===== src/rtl/mult_operand_loader_pkg.sv =====
`default_nettype none
// ============================================================================
// Module  : mult_operand_loader_pkg
// Brief   : Shared state encodings for the multiplier operand loader.
// Revision: 1.0
// ============================================================================
package mult_operand_loader_pkg;

    typedef enum logic [1:0] {
        LD_COLLECT = 2'b00,
        LD_LAUNCH  = 2'b01,
        LD_BUSY    = 2'b10
    } ld_state_e;

    // Counter must hold the value 2*width.
    function automatic int ld_cnt_width(input int w);
        return $clog2(2 * w + 1);
    endfunction

endpackage
`default_nettype wire


===== src/rtl/mult_operand_loader_if.sv =====
`default_nettype none
// ============================================================================
// Module  : mult_operand_loader_if
// Brief   : Serial-in / operand-out bundle between SPI receive path,
//           operand loader and shift-add multiplier.
// Revision: 1.0
// ============================================================================
interface mult_operand_loader_if #(
    parameter int width = 4
);
    logic             cs_active;
    logic             sin;
    logic             sin_valid;
    logic             mult_done;
    logic [width-1:0] A;
    logic [width-1:0] B;
    logic             start;
    logic             busy;
    logic             overrun;

    modport master (
        output cs_active, sin, sin_valid, mult_done,
        input  A, B, start, busy, overrun
    );

    modport slave (
        input  cs_active, sin, sin_valid, mult_done,
        output A, B, start, busy, overrun
    );
endinterface
`default_nettype wire


===== src/rtl/mult_operand_loader_sipo_shiftreg.sv =====
`default_nettype none
// ============================================================================
// Module  : sipo_shiftreg
// Brief   : Serial-in/parallel-out shift register, new bit enters the LSB.
// Revision: 1.0
// ============================================================================
module sipo_shiftreg #(
    parameter int DEPTH = 8
) (
    input  wire logic             clk,
    input  wire logic             reset,
    input  wire logic             shift_en_i,
    input  wire logic             bit_i,
    output logic      [DEPTH-1:0] word_d_o
);

    logic [DEPTH-1:0] sr_q;
    logic [DEPTH-1:0] sr_d;

    assign sr_d     = {sr_q[DEPTH-2:0], bit_i};
    // The post-shift word lets the parent capture operands on the same edge
    // that accepts the final bit.
    assign word_d_o = sr_d;

    always_ff @(posedge clk or posedge reset) begin
        if (reset) begin
            sr_q <= '0;
        end else if (shift_en_i) begin
            sr_q <= sr_d;
        end
    end

endmodule
`default_nettype wire


===== src/rtl/mult_operand_loader.sv =====
`default_nettype none
// ============================================================================
// Module  : mult_operand_loader
// Brief   : Assembles serial A/B operands, launches the multiplier and holds
//           off until done. Optional sticky overrun flag: MULT_LOADER_OVERRUN_EN.
// Revision: 1.0
// ============================================================================
module mult_operand_loader
    import mult_operand_loader_pkg::*;
#(
    parameter int width = 4
) (
    input  wire logic              clk,
    input  wire logic              reset,
    mult_operand_loader_if.slave   bus
);

    localparam int                FRAME_BITS = 2 * width;
    localparam int                CNT_W      = ld_cnt_width(width);
    localparam logic [CNT_W-1:0]  LAST_IDX   = CNT_W'(FRAME_BITS - 1);

    ld_state_e              state_q;
    logic [CNT_W-1:0]       cnt_q;
    logic [width-1:0]       a_q;
    logic [width-1:0]       b_q;
    logic                   start_q;
    logic                   busy_q;
    logic [FRAME_BITS-1:0]  word_d;
    logic                   accept;

    assign accept = (state_q == LD_COLLECT) && bus.sin_valid && bus.cs_active;

    sipo_shiftreg #(
        .DEPTH (FRAME_BITS)
    ) u_sipo (
        .clk        (clk),
        .reset      (reset),
        .shift_en_i (accept),
        .bit_i      (bus.sin),
        .word_d_o   (word_d)
    );

    always_ff @(posedge clk or posedge reset) begin
        if (reset) begin
            state_q <= LD_COLLECT;
            cnt_q   <= '0;
            a_q     <= '0;
            b_q     <= '0;
            start_q <= 1'b0;
            busy_q  <= 1'b0;
        end else begin
            case (state_q)
                LD_COLLECT: begin
                    if (!bus.cs_active) begin
                        cnt_q <= '0;
                    end else if (bus.sin_valid) begin
                        if (cnt_q == LAST_IDX) begin
                            cnt_q   <= '0;
                            a_q     <= word_d[FRAME_BITS-1:width];
                            b_q     <= word_d[width-1:0];
                            start_q <= 1'b1;
                            busy_q  <= 1'b1;
                            state_q <= LD_LAUNCH;
                        end else begin
                            cnt_q <= cnt_q + CNT_W'(1);
                        end
                    end
                end
                LD_LAUNCH: begin
                    start_q <= 1'b0;
                    state_q <= LD_BUSY;
                end
                LD_BUSY: begin
                    if (bus.mult_done) begin
                        busy_q  <= 1'b0;
                        state_q <= LD_COLLECT;
                    end
                end
                default: begin
                    cnt_q   <= '0;
                    start_q <= 1'b0;
                    busy_q  <= 1'b0;
                    state_q <= LD_COLLECT;
                end
            endcase
        end
    end

    assign bus.A     = a_q;
    assign bus.B     = b_q;
    assign bus.start = start_q;
    assign bus.busy  = busy_q;

`ifdef MULT_LOADER_OVERRUN_EN
    logic overrun_q;
    logic cs_seen_low_q;
    logic drop;

    assign drop = (state_q != LD_COLLECT) && bus.sin_valid && bus.cs_active;

    // Clearing needs a frame gap after the overrun, so a stream that kept
    // cs_active high across the busy window keeps reporting the error.
    always_ff @(posedge clk or posedge reset) begin
        if (reset) begin
            overrun_q     <= 1'b0;
            cs_seen_low_q <= 1'b0;
        end else if (drop) begin
            overrun_q     <= 1'b1;
            cs_seen_low_q <= 1'b0;
        end else begin
            if (accept && cs_seen_low_q) begin
                overrun_q <= 1'b0;
            end
            if (!bus.cs_active) begin
                cs_seen_low_q <= 1'b1;
            end
        end
    end

    assign bus.overrun = overrun_q;
`else
    assign bus.overrun = 1'b0;
`endif

endmodule
`default_nettype wire


===== src/flat_wrapper.sv =====
// flat-port wrapper written by rule: the top's interface ports become plain ports
module mult_operand_loader_flat import mult_operand_loader_pkg::*;
#(
    parameter int width = 4
)
  (clk, reset, bus_cs_active, bus_sin, bus_sin_valid, bus_mult_done, bus_A, bus_B, bus_start, bus_busy, bus_overrun);
  mult_operand_loader_if #(.width(width)) bus_i ();
  input  wire logic clk;
  input  wire logic reset;
  input wire logic [$bits(bus_i.cs_active)-1:0] bus_cs_active;
  input wire logic [$bits(bus_i.sin)-1:0] bus_sin;
  input wire logic [$bits(bus_i.sin_valid)-1:0] bus_sin_valid;
  input wire logic [$bits(bus_i.mult_done)-1:0] bus_mult_done;
  output wire logic [$bits(bus_i.A)-1:0] bus_A;
  output wire logic [$bits(bus_i.B)-1:0] bus_B;
  output wire logic [$bits(bus_i.start)-1:0] bus_start;
  output wire logic [$bits(bus_i.busy)-1:0] bus_busy;
  output wire logic [$bits(bus_i.overrun)-1:0] bus_overrun;
  assign bus_i.cs_active = bus_cs_active;
  assign bus_i.sin = bus_sin;
  assign bus_i.sin_valid = bus_sin_valid;
  assign bus_i.mult_done = bus_mult_done;
  assign bus_A = bus_i.A;
  assign bus_B = bus_i.B;
  assign bus_start = bus_i.start;
  assign bus_busy = bus_i.busy;
  assign bus_overrun = bus_i.overrun;
  mult_operand_loader #(.width(width)) u_core (.clk(clk), .reset(reset), .bus(bus_i));
endmodule

===== config.mk =====
export PLATFORM = sky130hd
export DESIGN_NAME = mult_operand_loader_flat
export DESIGN_NICKNAME = d
export VERILOG_FILES = /design/src/rtl/mult_operand_loader_pkg.sv /design/src/rtl/mult_operand_loader_if.sv /design/src/rtl/mult_operand_loader_sipo_shiftreg.sv /design/src/rtl/mult_operand_loader.sv /design/src/flat_wrapper.sv
export SDC_FILE = /design/constraint.sdc
export NUM_CORES = 1
export LEC_CHECK = 0
export CORE_ASPECT_RATIO = 0.7
export CORE_MARGIN = 1
export CORE_UTILIZATION = 28
export DETAILED_ROUTE_END_ITERATION = 8
export MAX_ROUTING_LAYER = met4
export PLACE_DENSITY = 0.53
export SLEW_MARGIN = 20
export SYNTH_ARGS = -nofsm -noshare
export SYNTH_HDL_FRONTEND = slang
export SYNTH_SLANG_ARGS = --single-unit

===== constraint.sdc =====
create_clock -name clk -period 2.22 [get_ports clk]
set_input_delay 0.444 -clock clk [delete_from_list [all_inputs] [get_ports clk]]
set_output_delay 0.444 -clock clk [all_outputs]
set_load 0.01 [all_outputs]

==> results.toml <==
[setup_path]
crit_type = "in2reg"
required_ns = 2.37
worst-r2r-setup-slack_ns = 0.48
critPathArrivalTime_ns = 1.90
worst_setup_path_end_kind = "flop"
r2r_start = "u_core.state_q[0]"
cp_cell_sequence = "clkdlybuf4s50_1 -> nand3b_4 -> nor3_4 -> mux2_2"
r2r_cells = 5
critPathMaxFanout = 8
reg2reg_to = "u_core.bus.B[1]"
start_kind = "input port"
max_stage_delay_ns = 0.54
cp_slowest_cell = "clkdlybuf4s50_1"

[detailed_routing]
wl_per_cell_um = 12.3
drc_errors = 0
drt_first_iter_violations = 24
wl_um = 1920
vias_per_cell = 4.62
ant_nets = 0
firstDrtPassIters = 4
dr_total_vias = 721

[clock_network]
clk_pin_slew_worst_paths_ns = 0.08
cts_made_buffers = 3
tritoncts = "built"
clk_latency_ns = 0.26
cts_setup_buffers = 0
htree_levels = 1
cts-resized-gates = 0
ctsRootBufferMaster = "clkbuf_8"
ctsHoldBuffers = 0
clkSinkCount = 23
cts_buffer_depth = 2

[min_path]
hold_path_class = "reg2reg"
hold_start = "u_core.cnt_q[3]"
holdPathStages = 1
whs_endpoint = "u_core.cnt_q[3]"

[global_route]
grt_pass1_wl_um = 3110
gr-total-overflow = 0
gr-usage-met2 = 0.153
busiest_layer = "met2"
met1_usage = 0.132
globalRouteMet3Util = 0.0383
grt_usage = 0.103
grt_pass1_vias = 651
grt_max_degree = 24
antenna_found_initial = 0

[timing]
timing.final.max_slew_violations = 0
timing.final.crit_share = 0.791
min_period_ns = 1.76
fmax_ghz = 0.569
worst_slack_ns = 0.464
clock_skew_ns = 0.00479
hold_viol_final = 0
grt_setup_unrepaired = "no"
fin_tns_setup_ns = 0
setup-violations-final = 0

[logic_synthesis]
netlist_instances = 86
syn_area_sq_mm = 0.00112
synth_area_leaders = "dfrtp_1, mux2_2, ha_1"
yosysUniqueCellTypes = 30
ys_ff_latch = 23
yosysMostFrequentCell = "dfrtp_1"
async_reset_ff_frac = 1.00
syn_area_per_cell_sq_um = 13.0
synth_top_area_cell = "dfrtp_1"
synth-seq-area-share = 0.516
synthTopCellsByCount = "dfrtp_1, mux2_2, ha_1"
synth_fp_nets = 98
synth-main-ff-cell = "dfrtp_1"
ys_warn_count = 0
synth_top_area_frac = 0.516
synth-edff-count = 0

[finish]
utilization = 0.376
synthToLayoutAreaGrowth_pct = 23.5
layout-drive-gt1-share = 0.255
fin_nets = 119
fill_cells = 362
diodes = 0

[power]
p_leak_nw = 0.628
vdd_drop_max_v = 0.000433
p_per_area_mw_per_mm2 = 630

[floorplan]
dieWidth_um = 77.5
die-area_sq_mm = 0.00425
num_io_pins = 17
start_util = 0.304
core_sq_mm = 0.00367
die_y_um = 54.8
rows = 18

[placement]
dp_slack_ns = 0.182
dp_hpwl_um = 1450
gp_congestion = 0.720
numPortBuffers = 15

[flow_run]
drv_cap = 0

[status]
status = "complete, no violations"
-- sequential cells by signal, indices dropped and copies added (netlist names) --
register            count
u_core.bus.A            4
u_core.bus.B            4
u_core.bus.busy         1
u_core.bus.start        1
u_core.cnt_q            4
u_core.state_q          2
u_core.u_sipo.sr_q      7
-- layer usage --
| layer | vias up | wire [um] |
|---|---|---|
| li1 | 349 | - |
| met1 | 352 | 1010 |
| met2 | 18 | 789 |
| met3 | 2 | 99 |
| met4 | 0 | 13 |
| met5 | - | 0 |
-- where the power goes --
| part | switching (mW) | internal, mW |
|---|---|---|
| Combinational | 0.0419 | 0.0628 |
| Clock | 0.126 | 0.125 |
| Sequential | 0.0400 | 0.473 |
| Total | 0.208 | 0.660 |
-- final cells by class --
| type | instances | area (sq um) | share of cell area |
|---|---|---|---|
| clock inverters | 1 | 5.00 | 0.00363 |
| clock buffers | 3 | 41.3 | 0.0299 |
| flip-flops and latches | 23 | 576 | 0.417 |
| multi-input cells | 56 | 499 | 0.362 |
| inverters | 4 | 15.0 | 0.0109 |
| well taps | 50 | 62.6 | 0.0454 |
| repair buffers | 19 | 180 | 0.131 |
-- worst max path at each step --
stage,from,endpoint,slack (ns),cells past startpoint
2_1_floorplan,u_core.state_q[0],u_core.bus.B[0],0.58,6
5_1_grt,u_core.state_q[1],u_core.bus.B[1],0.37,5
4_1_cts,bus_sin_valid,u_core.bus.B[1],0.46,4
3_3_place_gp,bus_sin_valid,u_core.bus.B[2],0.21,4
6_report,bus_sin_valid,u_core.bus.B[1],0.46,4
3_5_place_dp,bus_sin_valid,u_core.bus.B[2],0.18,4
-- logic make-up after synthesis --
logic type	after synthesis	synth area share
buffers and inverters	7	0.0370
AOI/OAI and AO/OA	15	0.102
DFF	23	0.516
and+or+nand+nor	17	0.105
muxes	17	0.169
other	1	0.00336
adders and majority gates	6	0.0673
-- metrics by stage --
step | hold slack (ns) | area (sq um) | cells | power, mW
floorplan | 0.446 | 1120 | 86 | 0.586
global placement | 0.492 | 1330 | 152 | 0.623
global route | 0.510 | 1380 | 156 | 0.916
detailed placement | 0.483 | 1330 | 152 | 0.628
CTS | 0.494 | 1380 | 156 | 0.886
finish | 0.488 | 1380 | 156 | 0.868
-- worst max-delay path, delay by kind of cell --
family / cells / cell delay, ns
mux: 1 / 0.39
buf+inv: 1 / 0.54
simple gates: 2 / 0.53
-- layout by cell type (no fill, tap or decap), types with 2 or more instances in the layout --
cell and n:
buf_4 4, clkbuf_8 3, clkdlybuf4s50_1 15, dfrtp_1 23, ha_1 6, inv_1 4
mux2_2 15, mux2i_1 2, nand2_1 4, nor2_1 2, nor3_1 2, o2111ai_1 2
o21ai_0 5
Power figures use the tool's default switching activity.
==> edit 1 (same settings) <==
`width` is set to 4 in 3 places; all go to 5.
--- a/src/rtl/mult_operand_loader_if.sv
+++ b/src/rtl/mult_operand_loader_if.sv
@@ -8,3 +8,3 @@
 interface mult_operand_loader_if #(
-    parameter int width = 4
+    parameter int width = 5
 );
--- a/src/rtl/mult_operand_loader.sv
+++ b/src/rtl/mult_operand_loader.sv
@@ -10,3 +10,3 @@
 #(
-    parameter int width = 4
+    parameter int width = 5
 ) (
--- a/src/flat_wrapper.sv
+++ b/src/flat_wrapper.sv
@@ -3,3 +3,3 @@
 #(
-    parameter int width = 4
+    parameter int width = 5
 )
Interface: changed (resized bus_A and bus_B); port bits go from 17 to 19. No check against the original RTL was run, so the function may have changed too.
==> edit 1 against the unedited design <==
Wire length rose by 9.1%. Hold slack improved by 0.023 ns. Setup slack improved by 0.021 ns. Cell area increased by 8.0%. Count of clock-buffer cells in the layout did not move. First-iteration DRC count increased by 50%. Sequential cell count up 4. Area after synthesis grew 8.3%.
Power is not compared: it rests on default switching activity, and its combinational part moved more than twofold at a synthesized area within 25%.
==> edit 1: results <==
{
  "ys_seq_area_frac": 0.559,
  "critPathMaxFanout": 10,
  "syn-num-nets": 101,
  "wl_met3_um": 71,
  "regArea_um2": 676,
  "status": "completed",
  "multi_input_area_share": 0.339,
  "syn_to_final_growth_pct": 23.2,
  "filler_cell_count": 384,
  "grt_use_met1": 0.146,
  "grt_max_degree": 28,
  "use_met3": 0.0336,
  "wl_um": 2090,
  "htreeDepth": 1,
  "synth_cell_types": 25,
  "place_inst": 156,
  "synth_fa_ha_area_frac": 0.0725,
  "layout.nonclk_buf_frac": 0.119,
  "crit_path_start_kind": "register",
  "synth_compound_area_frac": 0.0580,
  "drive_gt1_frac": 0.287,
  "dp_worst_setup_slack_ns": 0.287,
  "largest_reg_flops": 9,
  "finalNetCount": 122,
  "track_usage": 0.107,
  "drt-met1-wl_um": 1030,
  "grt_pass1_vias": 752,
  "synthMuxAreaShare": 0.196,
  "num-nonclk-buffers": 18,
  "vias": 730,
  "wl_met2_um": 979,
  "drt_iter0_drc": 36,
  "place.gp.congestion": 0.699,
  "netlist_instances": 88,
  "dp.final_hpwl_um": 1500,
  "largest-register": "u_core.u_sipo.sr_q",
  "timing.rr.end": "u_core.bus.B[2]",
  "routedWlPerCell_um": 13.1,
  "syn-cell-area_um2": 1210,
  "crit-reg2reg-launch": "u_core.cnt_q[1]",
  "skew_ns": 0.00457,
  "portBuffers": 17,
  "placed_cell_area_um2": 1440,
  "multi_input_gates": 55,
  "use_met2": 0.160
}
[edit 1: cell types whose count changed after synthesis, moves of 2 or more]
cell,unedited run,this run
o2111ai_1,2,0
dfrtp_1,23,27
mux2i_1,2,0
nand3_2,0,2
mux2_2,15,21
o21ai_0,5,3
[edit 1: worst max-delay path, stage by stage (launching register included)]
cell     delay (ns)
dfrtp_1        0.43
inv_1          0.07
ha_1           0.14
and3b_2        0.25
nand4_2        0.34
mux2_2         0.39
[edit 1: worst min-delay path by stage]
stage	startpoint	endpoint	slack, ns
after floorplan	u_core.u_sipo.sr_q[8]	u_core.bus.A[4]	0.47
after global placement	u_core.u_sipo.sr_q[8]	u_core.u_sipo.sr_q[8]	0.48
after detailed placement	u_core.bus.busy	u_core.bus.busy	0.49
after CTS	reset	u_core.u_sipo.sr_q[0]	0.52
after global routing	u_core.u_sipo.sr_q[8]	u_core.bus.A[4]	0.55
final	u_core.bus.start	u_core.bus.start	0.51
==> edit 2 (same settings) <==
Without the edit above. Re-encode `ld_state_e` (3 states) as one-hot, 3 bits wide.
--- a/src/rtl/mult_operand_loader_pkg.sv
+++ b/src/rtl/mult_operand_loader_pkg.sv
@@ -8,6 +8,6 @@
 
-    typedef enum logic [1:0] {
-        LD_COLLECT = 2'b00,
-        LD_LAUNCH  = 2'b01,
-        LD_BUSY    = 2'b10
+    typedef enum logic [2:0] {
+        LD_COLLECT = 3'b001,
+        LD_LAUNCH  = 3'b010,
+        LD_BUSY    = 3'b100
     } ld_state_e;
Behaviour: same outputs for any inputs over 10 cycles, from zero or initial values and one cycle with reset high; not proved beyond that.
==> edit 2 against the unedited design <==
Power increased by 19%. Sequential cell count increased by 1. Area after synthesis decreased by 1.2%. Global-route usage increased by 0.15 points. Core utilization about the same. Cell area decreased by 0.54%. Setup slack got worse by 0.031 ns. Combinational power increased by 10%. Clock skew increased by 0.0028 ns. Wire length decreased by 6.7%. Critical path type unchanged. Critical path depth increased by 1.
==> edit 2: results <==
{
  "grt_max_degree": 25,
  "ctsResizeCount": 0,
  "largest-register": "u_core.u_sipo.sr_q",
  "finalNetCount": 112,
  "async_flop_share": 1.00,
  "wl_met3_um": 90,
  "clk_path_buf_depth": 2,
  "portBuffers": 15,
  "dp.final_hpwl_um": 1340,
  "status": "completed",
  "post_cts_buffers": 0,
  "cts_inserted_buffers": 3,
  "ys_warn_count": 0,
  "vias": 700,
  "leakage_nw": 0.623,
  "dr.max_layer_used": "met3",
  "synth.avg_cell_area_um2": 12.8,
  "critPathMaxFanout": 10,
  "synth_commonest_cells": "dfrtp_1, mux2_2, inv_1, o21ai_0, nand3_1",
  "antenna_found_initial": 0,
  "drt-met1-wl_um": 884,
  "antennaDiodeCount": 0,
  "synth_cell_types": 33,
  "drive_gt1_frac": 0.279,
  "vdd_drop_max_v": 0.000255,
  "drt_iter0_drc": 22,
  "track_usage": 0.105,
  "grt_pass1_wl_um": 3190,
  "clockRootBuffer": "clkbuf_8",
  "syn-cell-area_um2": 1100,
  "skew_ns": 0.00759,
  "ys_seq_area_frac": 0.546,
  "firstDrtPassIters": 4,
  "hp-class": "register to register",
  "clk_pin_slew_ns": 0.09,
  "syn-num-nets": 93,
  "synth_top_cells_by_area": "dfrtp_1, mux2_2, dfstp_2",
  "insertion_delay_ns": 0.27,
  "synthFlopType": "dfrtp_1",
  "wl_um": 1790,
  "wl_met2_um": 813,
  "grt_pass1_vias": 724,
  "dp_worst_setup_slack_ns": 0.181,
  "place.gp.congestion": 0.837
}
-- edit 2: worst max-delay path, cell delays in order --
cell,delay (ns)
clkdlybuf4s50_1,0.48
nor4bb_1,0.30
buf_4,0.22
nand3_4,0.17
mux2_4,0.34
-- edit 2: area by class of cell --
| cell class | count | area (um2) |
|---|---|---|
| clock inverters | 1 | 30.0 |
| well taps | 50 | 62.6 |
| flip-flops and latches | 24 | 602 |
| fillers | 357 | 2280 |
| multi-input cells | 53 | 444 |
| repair buffers | 18 | 173 |
| inverters | 5 | 18.8 |
| clock buffers | 3 | 41.3 |
-- edit 2: kinds of logic (layout without fill, tap and decap cells) --
family | Yosys count | in the layout | synth area share
flip-flops | 24 | 24 | 0.546
AND/OR/NAND/NOR | 20 | 20 | 0.129
multiplexers | 16 | 16 | 0.166
AO/OA/AOI/OAI | 14 | 14 | 0.0851
buffers and inverters | 9 | 27 | 0.0511
adder cells (fa/ha/maj) | 1 | 1 | 0.0113
other | 1 | 1 | 0.00340
XOR/XNOR | 1 | 1 | 0.00795
-- edit 2: path summary, 6_finish.rpt --
check,startpoint,end,slack [ns],depth (start not counted)
setup / recovery,bus_cs_active,u_core.bus.B[3],0.43,5
hold / removal,u_core.cnt_q[3],u_core.cnt_q[3],0.47,1
setup reg to reg,u_core.state_q[0],u_core.bus.B[3],0.56,4
hold reg to reg,u_core.cnt_q[3],u_core.cnt_q[3],0.47,1
max in group asynchronous,reset,u_core.state_q[0],1.41,3
min in group asynchronous,reset,u_core.bus.A[2],0.51,3
-- edit 2: report_power, final --
| part | total [mW] | internal (mW) | switching, mW | leakage [nW] |
|---|---|---|---|---|
| clock network | 0.379 | 0.241 | 0.138 | 0.0357 |
| registers | 0.537 | 0.496 | 0.0408 | 0.313 |
| logic | 0.116 | 0.0725 | 0.0436 | 0.274 |
-- edit 2: per-stage QoR --
stage          cell area (um2)  power, mW  cells
6_report                  1370       1.03    154
5_1_grt                   1370       1.09    154
4_1_cts                   1370       1.05    154
3_5_place_dp              1300      0.664    150
3_3_place_gp              1300      0.661    150
2_1_floorplan             1100      0.620     86
-- edit 2: metal layers --
layer,up-vias,track usage
met1,346,0.118
met3,0,0.0450
met5,-,-
met2,15,0.173
li1,339,-
met4,0,0.0314
